File: src/rtl/pad_arb_pkg.sv
// Shared types and constants for the pad ownership arbiter.
package pad_arb_pkg;

  typedef enum logic [1:0] {
    IDLE   = 2'd0,
    GPIO   = 2'd1,
    PERIPH = 2'd2,
    TURN   = 2'd3
  } pad_state_e;

  // Turnaround counter width; covers TA_CYCLES up to 15.
  localparam int TA_CNT_W = 4;

  localparam logic OWNER_GPIO   = 1'b0;
  localparam logic OWNER_PERIPH = 1'b1;

  // Owner selection for a pad that nothing is driving: the peripheral
  // wins over GPIO, otherwise the pad stays released.
  function automatic pad_state_e idle_rule(input logic req, input logic gpio_oe);
    if (req) begin
      return PERIPH;
    end
    if (gpio_oe) begin
      return GPIO;
    end
    return IDLE;
  endfunction

endpackage

File: src/rtl/pad_arb_cell.sv
// One pad's ownership FSM, turnaround counter and registered pad drivers.
//
// state  | meaning
// IDLE   | nobody drives the pad, oeb=1
// GPIO   | GPIO block owns the pad
// PERIPH | alternate-function peripheral owns the pad
// TURN   | handover in progress, pad tri-stated for TA_CYCLES cycles
//
// TA_CYCLES must be in 1..15.
module pad_arb_cell
  import pad_arb_pkg::*;
#(
  parameter int TA_CYCLES = 2
) (
  input  logic clk_i,
  input  logic rst_ni,
  input  logic req,
  input  logic periph_out,
  input  logic gpio_oe,
  input  logic gpio_out,
  output logic pad_out,
  output logic pad_oeb,
  output logic owner,
  output logic busy
);

  localparam logic [TA_CNT_W-1:0] TA_LOAD = TA_CNT_W'(TA_CYCLES - 1);

  pad_state_e            state_q, state_d;
  logic                  tgt_q, tgt_d;
  logic [TA_CNT_W-1:0]   cnt_q, cnt_d;
  logic                  out_q, out_d;
  logic                  oeb_q, oeb_d;

  // State, turnaround bookkeeping and pad drivers, all reset asynchronously.
  always_ff @(posedge clk_i or negedge rst_ni) begin
    if (!rst_ni) begin
      state_q <= IDLE;
      tgt_q   <= OWNER_GPIO;
      cnt_q   <= '0;
      out_q   <= 1'b0;
      oeb_q   <= 1'b1;
    end else begin
      state_q <= state_d;
      tgt_q   <= tgt_d;
      cnt_q   <= cnt_d;
      out_q   <= out_d;
      oeb_q   <= oeb_d;
    end
  end

  // Next-state: owner changes always pass through TURN, which runs to completion.
  always_comb begin
    state_d = state_q;
    tgt_d   = tgt_q;
    cnt_d   = cnt_q;
    case (state_q)
      IDLE: begin
        state_d = idle_rule(req, gpio_oe);
      end
      GPIO: begin
        if (req) begin
          state_d = TURN;
          tgt_d   = OWNER_PERIPH;
          cnt_d   = TA_LOAD;
        end else if (!gpio_oe) begin
          state_d = IDLE;
        end
      end
      PERIPH: begin
        if (!req) begin
          if (gpio_oe) begin
            state_d = TURN;
            tgt_d   = OWNER_GPIO;
            cnt_d   = TA_LOAD;
          end else begin
            state_d = IDLE;
          end
        end
      end
      TURN: begin
        // Re-evaluate requests at expiry so a dropped request never lands
        // the pad in a stale owner.
        if (cnt_q == '0) begin
          state_d = idle_rule(req, gpio_oe);
        end else begin
          cnt_d = cnt_q - TA_CNT_W'(1);
        end
      end
      default: begin
        state_d = IDLE;
      end
    endcase
  end

  // Pad drive values derived from the next state, giving one cycle of latency.
  always_comb begin
    out_d = 1'b0;
    oeb_d = 1'b1;
    case (state_d)
      GPIO: begin
        oeb_d = ~gpio_oe;
        out_d = gpio_out;
      end
      PERIPH: begin
        oeb_d = 1'b0;
        out_d = periph_out;
      end
      default: begin
        out_d = 1'b0;
        oeb_d = 1'b1;
      end
    endcase
  end

  assign pad_out = out_q;
  assign pad_oeb = oeb_q;
  assign owner   = (state_q == PERIPH);
  assign busy    = (state_q == TURN);

  // A turnaround always heads towards the owner opposite the one it left.
  tgt_to_periph_a: assert property (@(posedge clk_i) disable iff (!rst_ni)
    (state_q == GPIO && state_d == TURN) |=> (tgt_q == OWNER_PERIPH));
  tgt_to_gpio_a: assert property (@(posedge clk_i) disable iff (!rst_ni)
    (state_q == PERIPH && state_d == TURN) |=> (tgt_q == OWNER_GPIO));

endmodule

File: src/rtl/pad_owner_arbiter.sv
// Per-pad ownership arbiter between alternate-function peripherals and GPIO.
// Every owner change tri-states the pad for TA_CYCLES cycles.
// Optional build macro PADARB_FORCE_GPIO_EN adds a config mask that forces
// selected pads away from the peripheral.
module pad_owner_arbiter
  import pad_arb_pkg::*;
#(
  parameter int N_PADS    = 8,
  parameter int TA_CYCLES = 2
) (
  input  logic              clk_i,
  input  logic              rst_ni,
  input  logic [N_PADS-1:0] periph_req_i,
  input  logic [N_PADS-1:0] periph_out_i,
  input  logic [N_PADS-1:0] gpio_oe_i,
  input  logic [N_PADS-1:0] gpio_out_i,
  output logic [N_PADS-1:0] pad_out_o,
  output logic [N_PADS-1:0] pad_oeb_o,
  output logic [N_PADS-1:0] owner_o,
  output logic              busy_o
`ifdef PADARB_FORCE_GPIO_EN
  ,
  input  logic              cfg_we_i,
  input  logic [N_PADS-1:0] cfg_mask_i,
  output logic [N_PADS-1:0] force_mask_o
`endif
);

  logic [N_PADS-1:0] req_eff;
  logic [N_PADS-1:0] busy_bits;

`ifdef PADARB_FORCE_GPIO_EN
  logic [N_PADS-1:0] mask_q;

  // Force mask register; a set bit hides the peripheral request on that pad.
  always_ff @(posedge clk_i or negedge rst_ni) begin
    if (!rst_ni) begin
      mask_q <= '0;
    end else if (cfg_we_i) begin
      mask_q <= cfg_mask_i;
    end
  end

  assign req_eff      = periph_req_i & ~mask_q;
  assign force_mask_o = mask_q;
`else
  assign req_eff = periph_req_i;
`endif

  for (genvar k = 0; k < N_PADS; k++) begin : g_pad
    pad_arb_cell #(
      .TA_CYCLES (TA_CYCLES)
    ) u_cell (
      .clk_i      (clk_i),
      .rst_ni     (rst_ni),
      .req        (req_eff[k]),
      .periph_out (periph_out_i[k]),
      .gpio_oe    (gpio_oe_i[k]),
      .gpio_out   (gpio_out_i[k]),
      .pad_out    (pad_out_o[k]),
      .pad_oeb    (pad_oeb_o[k]),
      .owner      (owner_o[k]),
      .busy       (busy_bits[k])
    );
  end

  assign busy_o = |busy_bits;

endmodule

File: config.mk
export PLATFORM = sky130hd
export DESIGN_NAME = pad_owner_arbiter
export DESIGN_NICKNAME = d
export VERILOG_FILES = /design/src/rtl/pad_arb_pkg.sv /design/src/rtl/pad_arb_cell.sv /design/src/rtl/pad_owner_arbiter.sv
export SDC_FILE = /design/constraint.sdc
export NUM_CORES = 1
export LEC_CHECK = 0
export CORE_ASPECT_RATIO = 1.25
export CORE_UTILIZATION = 23
export CTS_CLUSTER_DIAMETER = 60
export DETAILED_ROUTE_END_ITERATION = 8
export DONT_BUFFER_PORTS = 1
export PLACE_DENSITY_LB_ADDON = 0.2
export RECOVER_POWER = 50
export REMOVE_ABC_BUFFERS = 1
export SYNTH_ARGS = -nofsm -noshare
export SYNTH_HDL_FRONTEND = slang
export SYNTH_SLANG_ARGS = --single-unit
File: constraint.sdc
create_clock -name clk_i -period 1.82 [get_ports clk_i]
set_input_delay 0.182 -clock clk_i [delete_from_list [all_inputs] [get_ports clk_i]]
set_output_delay 0.182 -clock clk_i [all_outputs]
set_load 0.005 [all_outputs]
Word level (Yosys, flattened, before mapping)
Index checks and enable logic that the tools add are counted.

Register bits: 64. Output and inout bits: 25. Word-level logic and storage cells: 385.

Add/subtract/negate cells: 8. Eq/ne operators: 72. Multiplexer cells: 232. Bitwise gates (word level): 8. Reduce and logical (&&, ||, !) cells: 33.

Operators by type and width (number): 2-to-1 mux 2 bit (88); 2-to-1 mux 4 bit (32); one-hot mux 4 bit (3 select lines) (8); 2-to-1 mux 1 bit (80); != test 2 bit (second input constant) (32); one-hot mux 2 bit (4 select lines) (8); == test 2 bit (second input constant) (24); AND reduction 5 bit (8); == test 2 x 1 -> 1 bit (second input constant) (16); zero test 4 bit (8); one-hot mux 1 bit (2 select lines) (16); subtractor 4 x 1 -> 4 bit (second input constant) (8); nonzero test 3 bit (8); zero test 2 bit (8); NOT 1 bit (8); OR reduction 8 bit (1).

Depth between registers and ports, before layout
Gate-level depths: netlist of run 1.

Depth after elaboration: 12. Depth in mapped cells: 8. Depth with buffers taken out: 8.

Hierarchy
A second synthesis of run 1 with hierarchy kept.

Cell total of the unflattened synthesis: 395. Area total of the unflattened synthesis: 3905.0 um2.

By module, submodules not included: pad_arb_cell (g_pad[2].u_cell ...) (times used 6, cells each 49, area an instance 488.0 um2, sequential area each 201.4 um2); pad_arb_cell (g_pad[0].u_cell ...) (times used 2, cells each 49, area an instance 480.5 um2, sequential area each 201.4 um2); pad_owner_arbiter (times used 1, cells each 3, area an instance 16.3 um2, sequential area each 0.0 um2).

Worst setup path after synthesis of run 1
OpenSTA, ideal clock, no wires.

Path kind: register -> register. Start: register g_pad[3].u_cell.cnt_q[0]. End: register g_pad[3].u_cell.out_q. Setup time: 121 ps. Arrival time: 1738 ps. Required time: 1699 ps. Setup slack: -38 ps. Cell stages (with the launch flop): 9. Period minus slack after synthesis: 1858 ps. Cell sequence: dfrtp_1 -> inv_1 -> ha_1 -> nor3b_1 -> nor2_1 -> a211o_1 -> ha_1 -> a22oi_1 -> nor2_1.

Word-level cells in the longest chain between the ends: 5. Elaborated cells between the ends (all ways): 6. Those cells by class: eq/ne: 2; mux: 3; reduce/logical: 1.

RTL lines: start: declaration (RTL line pad_arb_cell.sv:31) `logic [TA_CNT_W-1:0] cnt_q, cnt_d;`; start signal: assignment (RTL line pad_arb_cell.sv:46) `cnt_q <= cnt_d;`; zero test 4 bit (*) (RTL line pad_arb_cell.sv:84) `if (cnt_q == '0) begin`; 2-to-1 mux 2 bit (*) (RTL line pad_arb_cell.sv:84); one-hot mux 2 bit (4 select lines) (*) (RTL line pad_arb_cell.sv:57) `case (state_q)`; named net g_pad[3].u_cell.state_d[1] (RTL line pad_arb_cell.sv:29) `pad_state_e state_q, state_d;`; == test 2 bit or == test 2 x 1 -> 1 bit (tied branches) (RTL line pad_arb_cell.sv:100) `case (state_d)`; one-hot mux 1 bit (2 select lines) (*) (RTL line pad_arb_cell.sv:100); named net g_pad[3].u_cell.out_d (RTL line pad_arb_cell.sv:32) `logic out_q, out_d;`; end signal: assignment (RTL line pad_arb_cell.sv:47) `out_q <= out_d;`; end: declaration (RTL line pad_arb_cell.sv:32).

Mark *: on every way through the listed nets, which the timed path passes. The rest lies on a longest branch. A chain may end at the register's enable or synchronous reset.

Worst setup path in the final report of run 1
Start: register g_pad[7].u_cell.cnt_q[0]. End: register g_pad[7].u_cell.out_q.

Word-level cells in the longest chain between the ends: 5. Elaborated cells between the ends (all ways): 6. Those cells by class: eq/ne: 2; mux: 3; reduce/logical: 1.

RTL lines (RTL line): start: declaration (pad_arb_cell.sv:31); start signal: assignment (pad_arb_cell.sv:46); zero test 4 bit (*) (pad_arb_cell.sv:84); 2-to-1 mux 2 bit (*) (pad_arb_cell.sv:84); one-hot mux 2 bit (4 select lines) (*) (pad_arb_cell.sv:57); named net g_pad[7].u_cell.state_d[1] (pad_arb_cell.sv:29); == test 2 bit or == test 2 x 1 -> 1 bit (tied branches) (pad_arb_cell.sv:100); one-hot mux 1 bit (2 select lines) (*) (pad_arb_cell.sv:100); named net g_pad[7].u_cell.out_d (pad_arb_cell.sv:32); end signal: assignment (pad_arb_cell.sv:47); end: declaration (pad_arb_cell.sv:32).

Marked as above.

==> impl_metrics.yaml, run 1 <==
hold_path:
  min_from: "gpio_out_i[1]"
  hold_path_end: "g_pad[1].u_cell.pad_out"
  hp-class: "primary input to register"
  min_path_cells: 2
pwr:
  seqPwrFrac_pct: 28.9
  sw_frac_of_total_pct: 37.2
  intPower_mw: 5.93
  power.share.clock_pct: 18.9
  combPwrFrac_pct: 52.2
  netSwitchingPower_mw: 3.51
  p_leak_nw: 2.29
  power_mw: 9.44
  power_density_nw_per_um2: 1810
  peakVddDrop_mv: 0.698
setup_path:
  critPathArrivalTime_ns: 1.97
  timing.rr.start: "g_pad[7].u_cell.cnt_q[0]"
  cp_slowest_cell: "dfrtp_1"
  rrSetupSlack_ns: 0.08
  worst_path_dominant_cell_family: "simple AND/OR/NAND/NOR gates"
  worstSetupPathType: "register to register"
  r2r-end: "g_pad[7].u_cell.pad_out"
  cp.required_ns: 2.05
  worstSetupStartpointType: "register"
  max_stage_delay_ns: 0.38
  crit_buf_inv: 1
  cp_common_cell: "ha_2"
  worst-path-max-fanout: 3
  worstPathCellList: "inv_1 > ha_2 > or3b_4 > nand2_2 > nand2_1 > ha_2 > a22oi_2 > nor2_1"
  endpoint_kind: "register"
  r2r_cells: 8
layout:
  postLayoutCoreUtil_pct: 31.8
  fin_cells: 678
  fin_area_um2: 5220
  num-fill-cells: 1694
  layout-drive-gt1-share_pct: 33.5
  areaGrowthSynthToFinish_pct: 34.0
  final_nets: 516
  antenna_cells: 0
clock_tree:
  cts_root_buf: "clkbuf_16"
  clk_latency_ns: 0.34
  cts_tree: "built"
  clockBufferDepth: 2
  htreeDepth: 3
  cts_sinks: 64
  clk_pin_slew_ns: 0.06
  numCtsBuffers: 9
timing:
  fin_crit_ns: 1.74
  min_period_over_period_pct: 95.6
  slew_viol_final: 0
  setup_tns_ns: 0
  whs_ns: 0.000468
  setup_viol: 0
  final.setup_skew_ns: 0.00620
  worstMarginPinSlew_ns: 0.964
  finalHoldViolCount: 0
  worst_slack_ns: 0.0803
  maxSlewHeadroom_pct: 35.7
  timing.fmax_ghz: 0.575
yosys:
  synth.avg_cell_area_um2: 10.0
  synth_edf_count: 0
  syn_inst: 389
  synth_top_area_share_pct: 36.0
  yosysMostFrequentCell: "dfrtp_1"
  ys_warn_count: 0
  yosys-top-cells-count: "dfrtp_1, a21oi_1, nor2_1"
  yosys.area.top_type: "dfrtp_1"
  ys_ff_latch: 64
  async_flop_share_pct: 100
  yosysUniqueCellTypes: 48
  syn_area_um2: 3890
  yosysSeqAreaShare_pct: 41.4
  ys.flop_type: "dfrtp_1"
  ys_top_cells_by_area: "dfrtp_1, ha_1, dfstp_2"
placed_design:
  gp_congestion: 0.752
  dp_slack_ns: -0.0659
  dp.cells: 633
  placedInstanceArea_um2: 4400
  hpwl_um: 6080
  numPortBuffers: 0
route:
  viasPerCell: 4.59
  ant_nets: 0
  drc: 0
  routed_wl_um: 8870
  vias: 3114
  first_iter_violations: 113
  dr.pass1.iters: 4
  wl_per_cell_um: 13.1
floorplanning:
  die_h_um: 147
  core_um2: 16400
  die_w_um: 118
  floorplan.initialDensity_pct: 23.7
  ioPinCount: 59
  dieArea_um2: 17500
  rows: 52
flow_run:
  cap_violations: 0
global_route:
  globalRouteTotalUtil_pct: 10.8
  grt_antenna_before_repair: 0
  gr-total-overflow: 0
  grt_pass1_wl_um: 14900
  first_global_vias: 3238
  grt_max_degree: 65
status:
  status: "finished clean"
routing by layer:
layer | vias up | track usage, % | routed length [µm]
met2 | 58 | 18.7 | 4480
met3 | 10 | 3.13 | 339
met4 | 0 | 5.51 | 161
met5 | - | 0 | 0
met1 | 1487 | 12.1 | 3880
li1 | 1559 | - | -
sequential cells by signal (all words and copies together), names as in the netlist:
name and cells:
g_pad.u_cell.pad_oeb 8, g_pad.u_cell.cnt_q 32, g_pad.u_cell.pad_out 8, g_pad.u_cell.state_q 16
logic make-up (layout without fill, tap and decap cells):
logic type,after synthesis,after routing,share of synthesized area (%)
buffers and inverters,52,125,7.42
muxes,15,15,3.92
xor gates and xnor gates,2,2,0.450
adders and majority gates,25,25,8.03
DFF,64,64,41.4
AOI/OAI and AO/OA,119,119,21.7
and+or+nand+nor,112,112,17.1
worst register-to-register path, stage by stage (launching register included):
cell     delay [ns]
dfrtp_1        0.38
inv_1          0.08
ha_2           0.17
or3b_4         0.38
nand2_2        0.09
nand2_1        0.07
ha_2           0.19
a22oi_2        0.18
nor2_1         0.08
what timing repair did:
action                                  4_1_cts  5_1_grt
pin swaps                                     2       13
hold buffers                                 22        0
resized for setup                            13       50
endpoints found under the setup margin        8       14
hold endpoints to repair                     83        0
setup buffers                                 1        6
power by group through the flow:
| stage | clock (mW) | combinational [mW] | sequential [mW] |
|---|---|---|---|
| after detailed placement | 0 | 4.34 | 2.67 |
| after floorplan | 0 | 2.62 | 2.69 |
| after global placement | 0 | 4.28 | 2.69 |
| after CTS | 1.88 | 4.52 | 2.68 |
| final | 1.78 | 4.93 | 2.73 |
| after global routing | 1.92 | 5.56 | 2.83 |
area by class of cell:
class / count / area, µm² / area share (%)
inverter: 19 / 71.3 / 1.37
sequential: 64 / 1610 / 30.9
tap: 216 / 270 / 5.18
clock buffer: 10 / 239 / 4.58
clock inverter: 6 / 67.6 / 1.29
timing repair buffer: 90 / 736 / 14.1
multi-input combinational: 273 / 2220 / 42.6
cells in the final DEF (no fill, tap or decap), drive strengths merged, types with 5 or more instances in the layout:
cell type / Yosys / layout
clkbuf: 3 / 11
o21ai: 10 / 10
nand2: 14 / 14
nor3: 6 / 6
nor3b: 7 / 7
nand2b: 6 / 6
a211o: 10 / 10
ha: 25 / 25
mux2i: 13 / 13
dlygate4sd3: 0 / 21
a21o: 15 / 15
dfrtp: 56 / 56
buf: 30 / 68
o22ai: 5 / 5
o31ai: 5 / 5
dfstp: 8 / 8
nor2: 28 / 28
nand3b: 7 / 7
a21oi: 29 / 29
nor2b: 17 / 17
o2bb2ai: 6 / 6
a22oi: 8 / 8
inv: 19 / 20
worst max path at each step:
| stage | slack [ns] | from | to | depth (start not counted) |
|---|---|---|---|---|
| 4_1_cts | 0.0004 | g_pad[0].u_cell.state_q[1] | busy_o | 4 |
| 6_report | 0.08 | g_pad[7].u_cell.cnt_q[0] | g_pad[7].u_cell.pad_out | 8 |
| 3_5_place_dp | -0.07 | g_pad[7].u_cell.cnt_q[0] | g_pad[7].u_cell.pad_out | 8 |
| 2_1_floorplan | -0.04 | g_pad[3].u_cell.cnt_q[0] | g_pad[3].u_cell.pad_out | 8 |
| 3_3_place_gp | -0.03 | g_pad[6].u_cell.cnt_q[0] | g_pad[6].u_cell.pad_out | 8 |
| 5_1_grt | -0.03 | g_pad[4].u_cell.cnt_q[0] | g_pad[4].u_cell.pad_oeb | 8 |
No activity file was read; power rests on OpenSTA's default activity.
==> inputs of run 2 (changes only) <==
- GPL_ROUTABILITY_DRIVEN: not set -> 0
- SYNTH_HIERARCHICAL: not set -> 1
==> run 2 against run 1 <==
The flow now finishes with violations (setup timing). Sequential cell count unchanged. Worst setup slack worse by 0.095 ns. Register-to-register slack got worse by 0.09 ns. Global-route usage grew 0.65 points. Clock skew shrank 0.0025 ns. Design area increased by 4.6%. Via count rose by 5.7%. Cell count increased by 4.4%. Synthesized cell count up 1.5%. Largest cell class unchanged. Largest power group unchanged.
==> impl_metrics.yaml, run 2 <==
placed_design:
  hpwl_um: 6460
  numPortBuffers: 0
  placedInstanceArea_um2: 4480
setup_path:
  max_stage_delay_ns: 0.39
  critPathArrivalTime_ns: 2.06
  worst-path-max-fanout: 2
  cp_common_cell: "a21o_1"
  worstPathCellList: "inv_2 > ha_4 > or3b_4 > a21o_1 > a21o_1 > ha_2 > a22oi_2 > nor2_1"
  worstSetupPathType: "register to register"
  cp.required_ns: 2.05
  cp_slowest_cell: "dfrtp_1"
  worst_path_dominant_cell_family: "compound AO/OA/AOI/OAI gates"
  crit_buf_inv: 1
  worstSetupStartpointType: "register"
  endpoint_kind: "register"
yosys:
  yosysMostFrequentCell: "dfrtp_1"
  async_flop_share_pct: 100
  synth_edf_count: 0
  ys.flop_type: "dfrtp_1"
  syn_area_um2: 3900
  ys_top_cells_by_area: "dfrtp_1, ha_1, dfstp_2"
  yosys.area.top_type: "dfrtp_1"
  syn_inst: 395
  yosysSeqAreaShare_pct: 41.3
  yosysUniqueCellTypes: 32
  ys_warn_count: 6
  synth.avg_cell_area_um2: 9.89
  ys_ff_latch: 64
  yosys-top-cells-count: "dfrtp_1, ha_1, a21oi_1"
  synth_top_area_share_pct: 35.9
global_route:
  grt_max_degree: 65
  globalRouteTotalUtil_pct: 11.5
  grt_pass1_wl_um: 15900
  gr-total-overflow: 0
  first_global_vias: 3361
  grt_antenna_before_repair: 0
pwr:
  p_leak_nw: 2.32
  combPwrFrac_pct: 50.1
  power_mw: 9.46
  intPower_mw: 6.05
  seqPwrFrac_pct: 29.4
  netSwitchingPower_mw: 3.41
  power.share.clock_pct: 20.6
  sw_frac_of_total_pct: 36.1
  peakVddDrop_mv: 0.576
  power_density_nw_per_um2: 1730
layout:
  fin_area_um2: 5460
  antenna_cells: 0
  final_cell_mix: "buf_4, dfrtp_1, a21o_1, nor2b_1, dlygate4sd3_1"
  areaGrowthSynthToFinish_pct: 39.7
  largest-register: "g_pad.u_cell/cnt_q"
  reg_top3: "g_pad.u_cell/cnt_q (32), g_pad.u_cell/state_q (16)"
  num-fill-cells: 1733
  final_nets: 553
  largest_reg_flops: 32
  final_common_cell: "buf_4"
  layout-drive-gt1-share_pct: 34.6
clock_tree:
  clk_pin_slew_ns: 0.06
  cts_sinks: 64
  clk_latency_ns: 0.34
  numCtsBuffers: 9
  cts_root_buf: "clkbuf_16"
  htreeDepth: 3
  cts_tree: "built"
  clockBufferDepth: 2
timing:
  setup_tns_ns: -0.0147
  fin_crit_ns: 1.83
  min_period_over_period_pct: 101
  whs_ns: 0.00202
  finalHoldViolCount: 0
  rsz0062_at_grt: "yes"
  setup_viol: 1
  slew_viol_final: 0
  worst_slack_ns: -0.0147
  maxSlewHeadroom_pct: 36.9
  worstMarginPinSlew_ns: 0.947
  timing.fmax_ghz: 0.545
  final.setup_skew_ns: 0.00372
floorplanning:
  rows: 52
  die_h_um: 148
  core_um2: 16400
  die_w_um: 119
  dieArea_um2: 17500
  floorplan.initialDensity_pct: 23.8
  ioPinCount: 59
route:
  viasPerCell: 4.65
  vias: 3292
  ant_nets: 0
  dr.pass1.iters: 4
  wl_per_cell_um: 13.6
  drc: 0
  first_iter_violations: 103
  routed_wl_um: 9660
flow_run:
  cap_violations: 0
hold_path:
  hp-class: "primary input to register"
status:
  violations: "setup timing"
  status: "finished with violations"
-- run 2: changes by cell type after synthesis, moves of 7 or more --
cell / delta
a211o_1: -10
a21o_1: +7
a22oi_1: +14
a31o_1: +18
buf_2: +13
buf_4: -24
ha_1: +7
nor2_1: -8
nor3b_2: +7
nor4_1: +8
-- run 2: final cells by class --
type | instances | area (µm²) | area share [%]
Inverter | 24 | 90.1 | 1.65
Sequential cell | 64 | 1620 | 29.6
Clock buffer | 14 | 274 | 5.02
Timing Repair Buffer | 97 | 791 | 14.5
Tap cell | 216 | 270 | 4.95
Clock inverter | 2 | 60.1 | 1.10
Multi-Input combinational cell | 291 | 2350 | 43.1
-- run 2: worst paths after layout --
kind	startpoint	end	cells after the start	slack [ns]
hold reg to reg	g_pad[1].u_cell/cnt_q[1]	g_pad[1].u_cell/cnt_q[1]	2	0.57
max in group asynchronous	rst_ni	g_pad[0].u_cell/state_q[1]	2	0.57
hold / removal	gpio_out_i[3]	g_pad[3].u_cell/pad_out	2	0.002
setup / recovery	g_pad[2].u_cell/cnt_q[0]	g_pad[2].u_cell/pad_out	8	-0.01
min in group asynchronous	rst_ni	g_pad[2].u_cell/pad_out	2	0.58
setup reg to reg	g_pad[2].u_cell/cnt_q[0]	g_pad[2].u_cell/pad_out	8	-0.01
-- run 2: what timing repair did --
item | in CTS | in global routing
gates resized for setup | 38 | 38
setup endpoints to repair | 13 | 15
pin swaps | 26 | 7
setup buffers | 17 | 7
hold buffers | 23 | 0
hold endpoints to repair | 85 | 0
-- run 2: worst register-to-register path: cells and delay by family (launching register included) --
kind | cells | cell delay [ns]
AO/OA/AOI/OAI | 3 | 0.48
AND/OR/NAND/NOR | 2 | 0.42
flip-flops | 1 | 0.39
adder cells (fa/ha/maj) | 2 | 0.34
buffers and inverters | 1 | 0.08
-- run 2: logic make-up after synthesis --
kind of cell | share of synthesized area (%)
simple gates | 20.2
fa+ha+maj | 10.3
xor+xnor | 1.79
flops | 41.3
compound gates | 20.1
mux | 2.05
buf+inv | 4.36
-- run 2: power groups by stage --
stage / Combinational [mW] / Sequential [mW] / Clock [mW]
2_1_floorplan: 2.56 / 2.61 / 0
3_3_place_gp: 3.88 / 2.72 / 0
3_5_place_dp: 3.91 / 2.71 / 0
4_1_cts: 4.42 / 2.72 / 2.03
5_1_grt: 5.33 / 2.88 / 2.08
6_report: 4.74 / 2.78 / 1.95
-- run 2: per-stage QoR --
step	instances	utilization [%]	setup slack, ns
3_3_place_gp	646	27.3	-0.131
5_1_grt	708	33.3	-0.105
3_5_place_dp	646	27.3	-0.140
2_1_floorplan	379	-	-0.0630
6_report	708	33.3	-0.0147
4_1_cts	702	32.2	-0.0273
-- run 2: layer usage --
layer | track usage [%] | up-vias | routed length (µm)
li1 | - | 1622 | -
met1 | 12.6 | 1612 | 4090
met2 | 20.2 | 43 | 5020
met3 | 2.70 | 15 | 336
met4 | 6.71 | 0 | 222
met5 | 0 | - | 0
==> inputs of run 3 (changes only) <==
==> constraint.sdc (replaced) <==
create_clock -name clk_i -period 1.82 [get_ports clk_i]
set_input_delay 0.273 -clock clk_i [delete_from_list [all_inputs] [get_ports clk_i]]
set_output_delay 0.273 -clock clk_i [all_outputs]
set_load 0.005 [all_outputs]
==> run 3 against run 2 <==
The run still ends with setup timing left. Count of clock-buffer cells in the layout fell by 2. Non-clock buffer count fell by 9. Utilization fell by 0.69 points. Critical endpoint is now g_pad[7].u_cell/pad_out. Sequential share of layout area rose by 0.67 points. Global-route usage fell by 0.14 points. Sequential cell count did not move. Clock power fell by 3%. Die area did not move. Design area fell by 2.1%. Via count fell by 2.6%.
==> impl_metrics.yaml, run 3 (synthesis gave the netlist of run 2 again) <==
hold_path:
  hp-class: "primary input to register"
  min_from: "periph_req_i[0]"
route:
  vias: 3208
  dr.pass1.iters: 4
  viasPerCell: 4.60
  drc: 0
  first_iter_violations: 134
  wl_per_cell_um: 13.4
  routed_wl_um: 9340
  ant_nets: 0
global_route:
  grt_antenna_before_repair: 0
  gr-total-overflow: 0
  globalRouteTotalUtil_pct: 11.4
  grt_pass1_wl_um: 15600
  grt_max_degree: 65
  first_global_vias: 3287
clock_tree:
  cts_root_buf: "clkbuf_16"
  htreeDepth: 3
  cts_sinks: 64
  numCtsBuffers: 9
  cts_tree: "built"
  clk_latency_ns: 0.34
  clockBufferDepth: 2
  clk_pin_slew_ns: 0.05
pwr:
  power_mw: 9.42
  p_leak_nw: 2.28
  power_density_nw_per_um2: 1760
  peakVddDrop_mv: 0.589
setup_path:
  worstSetupStartpointType: "register"
  cp_slowest_cell: "dfrtp_1"
  timing.rr.start: "g_pad[7].u_cell/cnt_q[0]"
  endpoint_kind: "register"
  critPathArrivalTime_ns: 2.05
  max_stage_delay_ns: 0.39
  worstSetupPathType: "register to register"
  worst-path-max-fanout: 2
  cp.required_ns: 2.05
  worstPathCellList: "inv_2 > ha_4 > or3b_4 > a21o_1 > a21o_1 > ha_2 > a22oi_2 > nor2_1"
  crit_start: "g_pad[7].u_cell/cnt_q[0]"
  cp_common_cell: "a21o_1"
layout:
  largest-register: "g_pad.u_cell/cnt_q"
  reg_top3: "g_pad.u_cell/cnt_q (32), g_pad.u_cell/state_q (16)"
  layout-drive-gt1-share_pct: 36.9
  largest_reg_flops: 32
  antenna_cells: 0
  final_common_cell: "buf_4"
  fin_cells: 698
  areaGrowthSynthToFinish_pct: 36.8
  final_nets: 544
  num-fill-cells: 1739
  final_cell_mix: "buf_4, dfrtp_1, a21o_1, nor2b_1, nor2_1"
status:
  status: "finished with violations"
  violations: "setup timing"
timing:
  final.setup_skew_ns: 0.00328
  fin_crit_ns: 1.82
  maxSlewHeadroom_pct: 35.8
  rsz0062_at_grt: "yes"
  min_period_over_period_pct: 100
  worstMarginPinSlew_ns: 0.962
  whs_ns: 0.0483
  worst_slack_ns: -0.00233
  setup_viol: 2
  timing.fmax_ghz: 0.549
  slew_viol_final: 0
  finalHoldViolCount: 0
floorplanning:
  rows: 52
  floorplan.initialDensity_pct: 23.8
  core_um2: 16400
  die_h_um: 148
  die_w_um: 119
  dieArea_um2: 17500
  ioPinCount: 59
placed_design:
  hpwl_um: 6490
  numPortBuffers: 0
  dp_slack_ns: -0.139
  dp.cells: 647
flow_run:
  cap_violations: 0
==> run 3: changes by cell type in the layout (fill, tap and decap cells not counted), sizes merged <==
cell,before,now
dlygate4sd3,22,9
buf,74,78
clkbuf,15,13
clkinv,0,1
==> run 3: area by class of cell <==
class	count	area, µm²	area share, %
Clock buffer	12	256	4.80
Timing Repair Buffer	88	683	12.8
Multi-Input combinational cell	291	2360	44.1
Clock inverter	3	65.1	1.22
Sequential cell	64	1620	30.3
Inverter	24	90.1	1.69
Tap cell	216	270	5.06
==> run 3: path summary, 6_finish.rpt <==
path                                         endpoint  slack (ns)  cells past startpoint
max reg2reg                   g_pad[7].u_cell/pad_out      -0.002                      8
min                        g_pad[0].u_cell/state_q[1]        0.05                      1
min reg2reg                  g_pad[1].u_cell/cnt_q[1]        0.57                      2
min in group asynchronous  g_pad[7].u_cell/state_q[0]        0.66                      2
max in group asynchronous  g_pad[0].u_cell/state_q[1]        0.49                      2
max                           g_pad[7].u_cell/pad_out      -0.002                      8
==> run 3: layer usage <==
metal	track usage, %	vias up	wire length (µm)
met5	0	-	0
met1	12.4	1551	4040
met3	3.20	12	364
li1	-	1601	-
met4	6.33	0	213
met2	19.7	44	4720
==> run 3: stage by stage <==
step,util (%),setup TNS [ns],area (µm²)
detailed placement,27.4,-0.806,4490
global placement,27.4,-0.601,4490
floorplan,-,-0.378,3820
finish,32.6,-0.00390,5340
CTS,31.4,-0.0372,5150
global route,32.6,-0.515,5340
==> run 3: report_power, final <==
group	internal, mW	switching (mW)
Clock	1.26	0.628
Sequential	2.11	0.611
Combinational	2.64	2.17
==> run 3: critical path, delay by kind of cell, from the launching register on <==
family	cells	cell delay, ns
AO/OA/AOI/OAI	3	0.47
AND/OR/NAND/NOR	2	0.43
flip-flops	1	0.39
adder cells (fa/ha/maj)	2	0.34
buffers and inverters	1	0.08
==> run 3: timing repair <==
action / in CTS / in global routing
setup buffers: 11 / 15
setup endpoints to repair: 13 / 12
pin swaps: 24 / 5
hold buffers: 10 / 0
endpoints found under the hold margin: 72 / 0
gates resized for setup: 47 / 31
